**src/rtl/cu_pkg.sv**
```systemverilog
// Shared definitions for the instruction-fetch control unit: FSM states,
// the NOP used as the reset instruction, and the default reset PC.
package cu_pkg;

  typedef enum logic [2:0] {
    S_IDLE  = 3'd0,
    S_REQ   = 3'd1,
    S_WAIT  = 3'd2,
    S_HOLD  = 3'd3,
    S_FAULT = 3'd4
  } cu_state_e;

  localparam logic [31:0] NOP_INSTR   = 32'h0000_0013;
  localparam logic [31:0] CU_RESET_PC = 32'h0000_0000;

  function automatic logic word_aligned(input logic [31:0] addr);
    return (addr[1:0] == 2'b00);
  endfunction

endpackage

```
**src/rtl/cu_if.sv**
```systemverilog
// Instruction-fetch front end: issues one memory read per fetch_start,
// holds the returned word for decode and advances or redirects the PC.
module cu_if
  import cu_pkg::*;
#(
  parameter logic [31:0] RESET_PC      = CU_RESET_PC,
  parameter int          FETCH_TIMEOUT = 15
) (
  input  logic        soc_clk,
  input  logic        IF_reset,
  input  logic        IF_stall,
  input  logic        fetch_start,
  input  logic [31:0] pc_increment,
  input  logic        pc_redirect,
  input  logic [31:0] redirect_target,
  input  logic        IDU_ready,
  output logic        imem_req,
  output logic [31:0] imem_addr,
  input  logic [31:0] imem_rdata,
  input  logic        imem_valid,
  output logic [31:0] Cu_IR,
  output logic        Fetch_ready,
  output logic [31:0] PC,
  output logic        fetch_fault
);

  localparam logic [3:0] TMO = 4'(FETCH_TIMEOUT);

  cu_state_e   r_state;
  cu_state_e   w_state_nxt;
  logic [31:0] r_pc;
  logic [31:0] r_ir;
  logic        r_fetch_ready;
  logic [3:0]  r_cnt;
  logic        r_captured;
  logic [3:0]  w_cnt_inc;

  assign w_cnt_inc = r_cnt + 4'd1;

  always_ff @(posedge soc_clk or posedge IF_reset) begin
    if (IF_reset) r_state <= S_IDLE;
    else          r_state <= w_state_nxt;
  end

  // Redirect wins over everything; stall freezes the FSM otherwise.
  always_comb begin
    w_state_nxt = r_state;
    if (pc_redirect) begin
      w_state_nxt = S_IDLE;
    end else if (!IF_stall) begin
      case (r_state)
        S_IDLE:  if (fetch_start) w_state_nxt = word_aligned(r_pc) ? S_REQ : S_FAULT;
        S_REQ:   w_state_nxt = S_WAIT;
        S_WAIT: begin
          if (imem_valid || r_captured) w_state_nxt = S_HOLD;
          else if (w_cnt_inc == TMO)    w_state_nxt = S_FAULT;
        end
        S_HOLD:  if (IDU_ready) w_state_nxt = S_IDLE;
        S_FAULT: w_state_nxt = S_FAULT;
        default: w_state_nxt = S_IDLE;
      endcase
    end
  end

  always_comb begin
    imem_req    = (r_state == S_REQ) && !IF_stall && !pc_redirect;
    imem_addr   = (r_state == S_REQ) ? {r_pc[31:2], 2'b00} : 32'h0;
    fetch_fault = (r_state == S_FAULT);
  end

  // Memory cannot be stalled, so a word arriving during a stall is parked
  // in Cu_IR and handed to decode on the first unstalled cycle.
  always_ff @(posedge soc_clk or posedge IF_reset) begin
    if (IF_reset) begin
      r_pc          <= RESET_PC;
      r_ir          <= NOP_INSTR;
      r_fetch_ready <= 1'b0;
      r_cnt         <= 4'd0;
      r_captured    <= 1'b0;
    end else if (pc_redirect) begin
      r_pc          <= redirect_target;
      r_fetch_ready <= 1'b0;
      r_captured    <= 1'b0;
    end else if (IF_stall) begin
      if (r_state == S_WAIT && imem_valid && !r_captured) begin
        r_ir       <= imem_rdata;
        r_captured <= 1'b1;
      end
    end else begin
      case (r_state)
        S_REQ: r_cnt <= 4'd0;
        S_WAIT: begin
          if (r_captured) begin
            r_fetch_ready <= 1'b1;
            r_captured    <= 1'b0;
          end else if (imem_valid) begin
            r_ir          <= imem_rdata;
            r_fetch_ready <= 1'b1;
          end else begin
            r_cnt <= w_cnt_inc;
          end
        end
        S_HOLD: begin
          if (IDU_ready) begin
            r_fetch_ready <= 1'b0;
            r_pc          <= r_pc + pc_increment;
          end
        end
        default: ;
      endcase
    end
  end

  assign PC          = r_pc;
  assign Cu_IR       = r_ir;
  assign Fetch_ready = r_fetch_ready;

endmodule

```
**config.mk**
```make
export PLATFORM = sky130hd
export DESIGN_NAME = cu_if
export DESIGN_NICKNAME = d
export VERILOG_FILES = /design/src/rtl/cu_pkg.sv /design/src/rtl/cu_if.sv
export SDC_FILE = /design/constraint.sdc
export NUM_CORES = 1
export LEC_CHECK = 0
export ABC_AREA = 1
export CORE_ASPECT_RATIO = 1.2
export CORE_MARGIN = 4
export CORE_UTILIZATION = 50
export DETAILED_ROUTE_END_ITERATION = 7
export GPL_TIMING_DRIVEN = 0
export PLACE_DENSITY = 0.85
export SLEW_MARGIN = 20
export SYNTH_ARGS = -nofsm -noshare
export SYNTH_HDL_FRONTEND = slang
export SYNTH_SLANG_ARGS = --single-unit
```
**constraint.sdc**
```tcl
create_clock -name soc_clk -period 4.93 [get_ports soc_clk]
set_input_delay 0.986 -clock soc_clk [delete_from_list [all_inputs] [get_ports soc_clk]]
set_output_delay 0.986 -clock soc_clk [all_outputs]
set_load 0.02 [all_outputs]
```
==> flow_summary.ini <==
[clock_network]
cts_setup_buffers = 0
cts_resized = 0
clockBufferDepth = 2
cts_made_buffers = 9
path_clk_slew_ns = 0.07
cts_tree = built
h-tree-depth = 3
cts.sinks = 73
hold_buffers = 0
cts-root-buf = clkbuf_16
clk_latency_ns = 0.35

[die]
dieArea_um2 = 13470
core_area_um2 = 11250
die_y_um = 126.3
start_util_pct = 51.89
die_x_um = 106.6
row_count = 42
design.portCount = 202

[global_routing]
met3_usage_pct = 8.384
antenna_found_initial = 0
grtUsageMet1_pct = 34.69
grt.overflow.total = 0
grt_pass1_wl_um = 31530
grt_max_degree = 48
busiest_layer = met2
first_global_vias = 6601
grt_usage_pct = 29.38
grt_use_met2_pct = 51.00

[final_layout]
fillers = 973
layout.cells.most_common_list = 394 x nand2_1, 198 x clkdlybuf4s50_1, 155 x inv_1, 126 x nor2_1, 70 x dfrtp_1
syn_to_final_growth_pct = 42.54
num_antenna_cells = 0
drive_gt1_share_pct = 3.384
layout_commonest_cell = nand2_1
final_area_um2 = 8318
fin_nets = 1314

[synthesis]
yosysWarnings = 0
ys_types = 30
netlist.area_leader.share_pct = 30.02
synth_area_leaders = dfrtp_1 30%, nand2_1 25%, inv_1 10%
synth_compound_area_share_pct = 7.590
synthSimpleGateAreaFrac_pct = 38.96
seq_area_frac_synth_pct = 31.37
synth-xor-area-share_pct = 2.251
synthMuxAreaShare_pct = 0
yosys.area.top_type = dfrtp_1
synth_ff_type = dfrtp_1
synth_area_per_cell_um2 = 6.041
async_flop_share_pct = 100.0
synth_fa_ha_area_share_pct = 7.419
syn_area_um2 = 5836
synth_seq_cells = 73
synth-edff-count = 0
syn_inst = 966
synth_top_family_by_area = simple AND/OR/NAND/NOR gates

[sta]
layout_worst_path_cycle_share_pct = 73.16
tns_ns = 0
skew_ns = 0.009280
rsz0062_at_grt = false
finalHoldViolCount = 0
relSlewSlack_pct = 51.12
worstMarginPinSlew_ns = 0.7331
fin_crit_ns = 3.607
timing.fmax_ghz = 0.2772
setup_violations = 0
slew_violations = 0

[route]
viasPerCell = 4.990
vias = 6667
drc_errors = 0
drt-wirelength-per-cell_um = 14.60
dr.pass1.iters = 7
ant_nets = 0
routed_wl_um = 19500
drt_iter0_drc = 411

[power_and_ir_drop]
p_leak_nw = 4.480
clock_power_share_pct = 17.4
p_int_mw = 2.006
power_frac_comb_pct = 55.8
vdd_drop_max_mv = 0.3084
pwr_density_cell_nw_per_um2 = 436.7
p_seq_share_pct = 26.8
p_sw_mw = 1.626
p_sw_share_pct = 44.77

[outcome]
status = finished clean

[worst_setup_path]
critical_path_class = reg -> out
cp-end-kind = primary output
path_max_fanout = 10
cp.arrival_ns = 2.62
crit_required_ns = 3.94
start_kind = register

[place]
place_congestion = 0.9145
place_area_um2 = 8044
hpwl_um = 15520
placement.io_buffers = 198

[hold_path]
hp-class = reg -> reg

[flow_run]
cap_violations = 0
[stage by stage]
step                      instances  hold WS (ns)  utilization, %  power [mW]  worst slack [ns]
final                          1336        0.4603           73.97       3.632             1.323
after global routing           1336        0.4823           73.97       3.896             1.180
after CTS                      1336        0.4631           73.97       3.621             1.308
after detailed placement       1320        0.4538           71.53       2.981             1.596
after global placement         1319        0.4522           71.26       2.942            0.7328
after floorplan                 967        0.4530               -       2.167             2.096
[power groups by stage]
stage	Combinational, mW	Sequential [mW]	Clock (mW)
6_report	2.03	0.974	0.632
5_1_grt	2.24	1.00	0.651
4_1_cts	2.02	0.973	0.629
3_5_place_dp	2.01	0.976	0
3_3_place_gp	1.97	0.969	0
2_1_floorplan	0.980	1.19	0
[sequential cells by signal (all words and copies together) (netlist names)]
name and cells:
r_cnt 4, Fetch_ready 1, r_captured 1, Cu_IR 32, r_state 3, PC 32
[synth_stat cells (4+ instances only)]
| cell type | number |
|---|---|
| nand2_1 | 394 |
| inv_1 | 156 |
| nor2_1 | 126 |
| dfrtp_1 | 70 |
| nand3_1 | 45 |
| a21oi_1 | 34 |
| ha_1 | 33 |
| o21ai_0 | 20 |
| clkbuf_1 | 13 |
| buf_2 | 9 |
| nor3_1 | 8 |
| xnor2_1 | 8 |
| xor2_1 | 7 |
| o211ai_1 | 6 |
| inv_2 | 5 |
| o22ai_1 | 4 |
[final timing paths]
kind                                         from                    to  slack [ns]  cells past startpoint
max                        r_state[0]$_DFFE_PP0P_         imem_addr[20]        1.32                      6
min                          Cu_IR[0]$_DFFE_PP1P_  Cu_IR[0]$_DFFE_PP1P_        0.46                      2
max reg2reg                     PC[0]$_DFFE_PP0P_    PC[20]$_DFFE_PP0P_        2.63                     12
min reg2reg                  Cu_IR[0]$_DFFE_PP1P_  Cu_IR[0]$_DFFE_PP1P_        0.46                      2
max in group asynchronous                IF_reset  Cu_IR[1]$_DFFE_PP1P_        3.31                      3
min in group asynchronous                IF_reset     PC[2]$_DFFE_PP0P_        0.99                      2
[kinds of logic (layout without fill, tap and decap cells)]
group,count (synthesis),count (layout)
flops,73,73
fa+ha+maj,34,34
xor+xnor,15,15
buf+inv,186,401
other cells,1,2
simple gates,578,578
compound gates,79,79
[layer usage]
layer / up-vias / routed length, µm
met2: 284 / 9429
li1: 3347 / -
met1: 2997 / 7707
met5: - / 0
met3: 39 / 1891
met4: 0 / 472
[layout make-up]
| class | instances | area (µm²) | area share, % |
|---|---|---|---|
| plain buffers | 25 | 116.4 | 1.399 |
| clock buffers | 11 | 242.7 | 2.918 |
| well taps | 154 | 192.7 | 2.316 |
| flip-flops and latches | 73 | 1831 | 22.01 |
| clock inverters | 5 | 31.28 | 0.3761 |
| repair buffers | 199 | 2009 | 24.16 |
| inverters | 161 | 606.8 | 7.295 |
| multi-input cells | 708 | 3288 | 39.53 |
[worst max-delay path: stages (launching register included)]
cell and delay (ns):
dfrtp_1 0.46, inv_1 0.08, nor3_1 0.24, inv_1 0.21, clkbuf_1 0.35, nor2_1 0.26
clkdlybuf4s50_1 0.66
(Power assumes the default switching activity.)
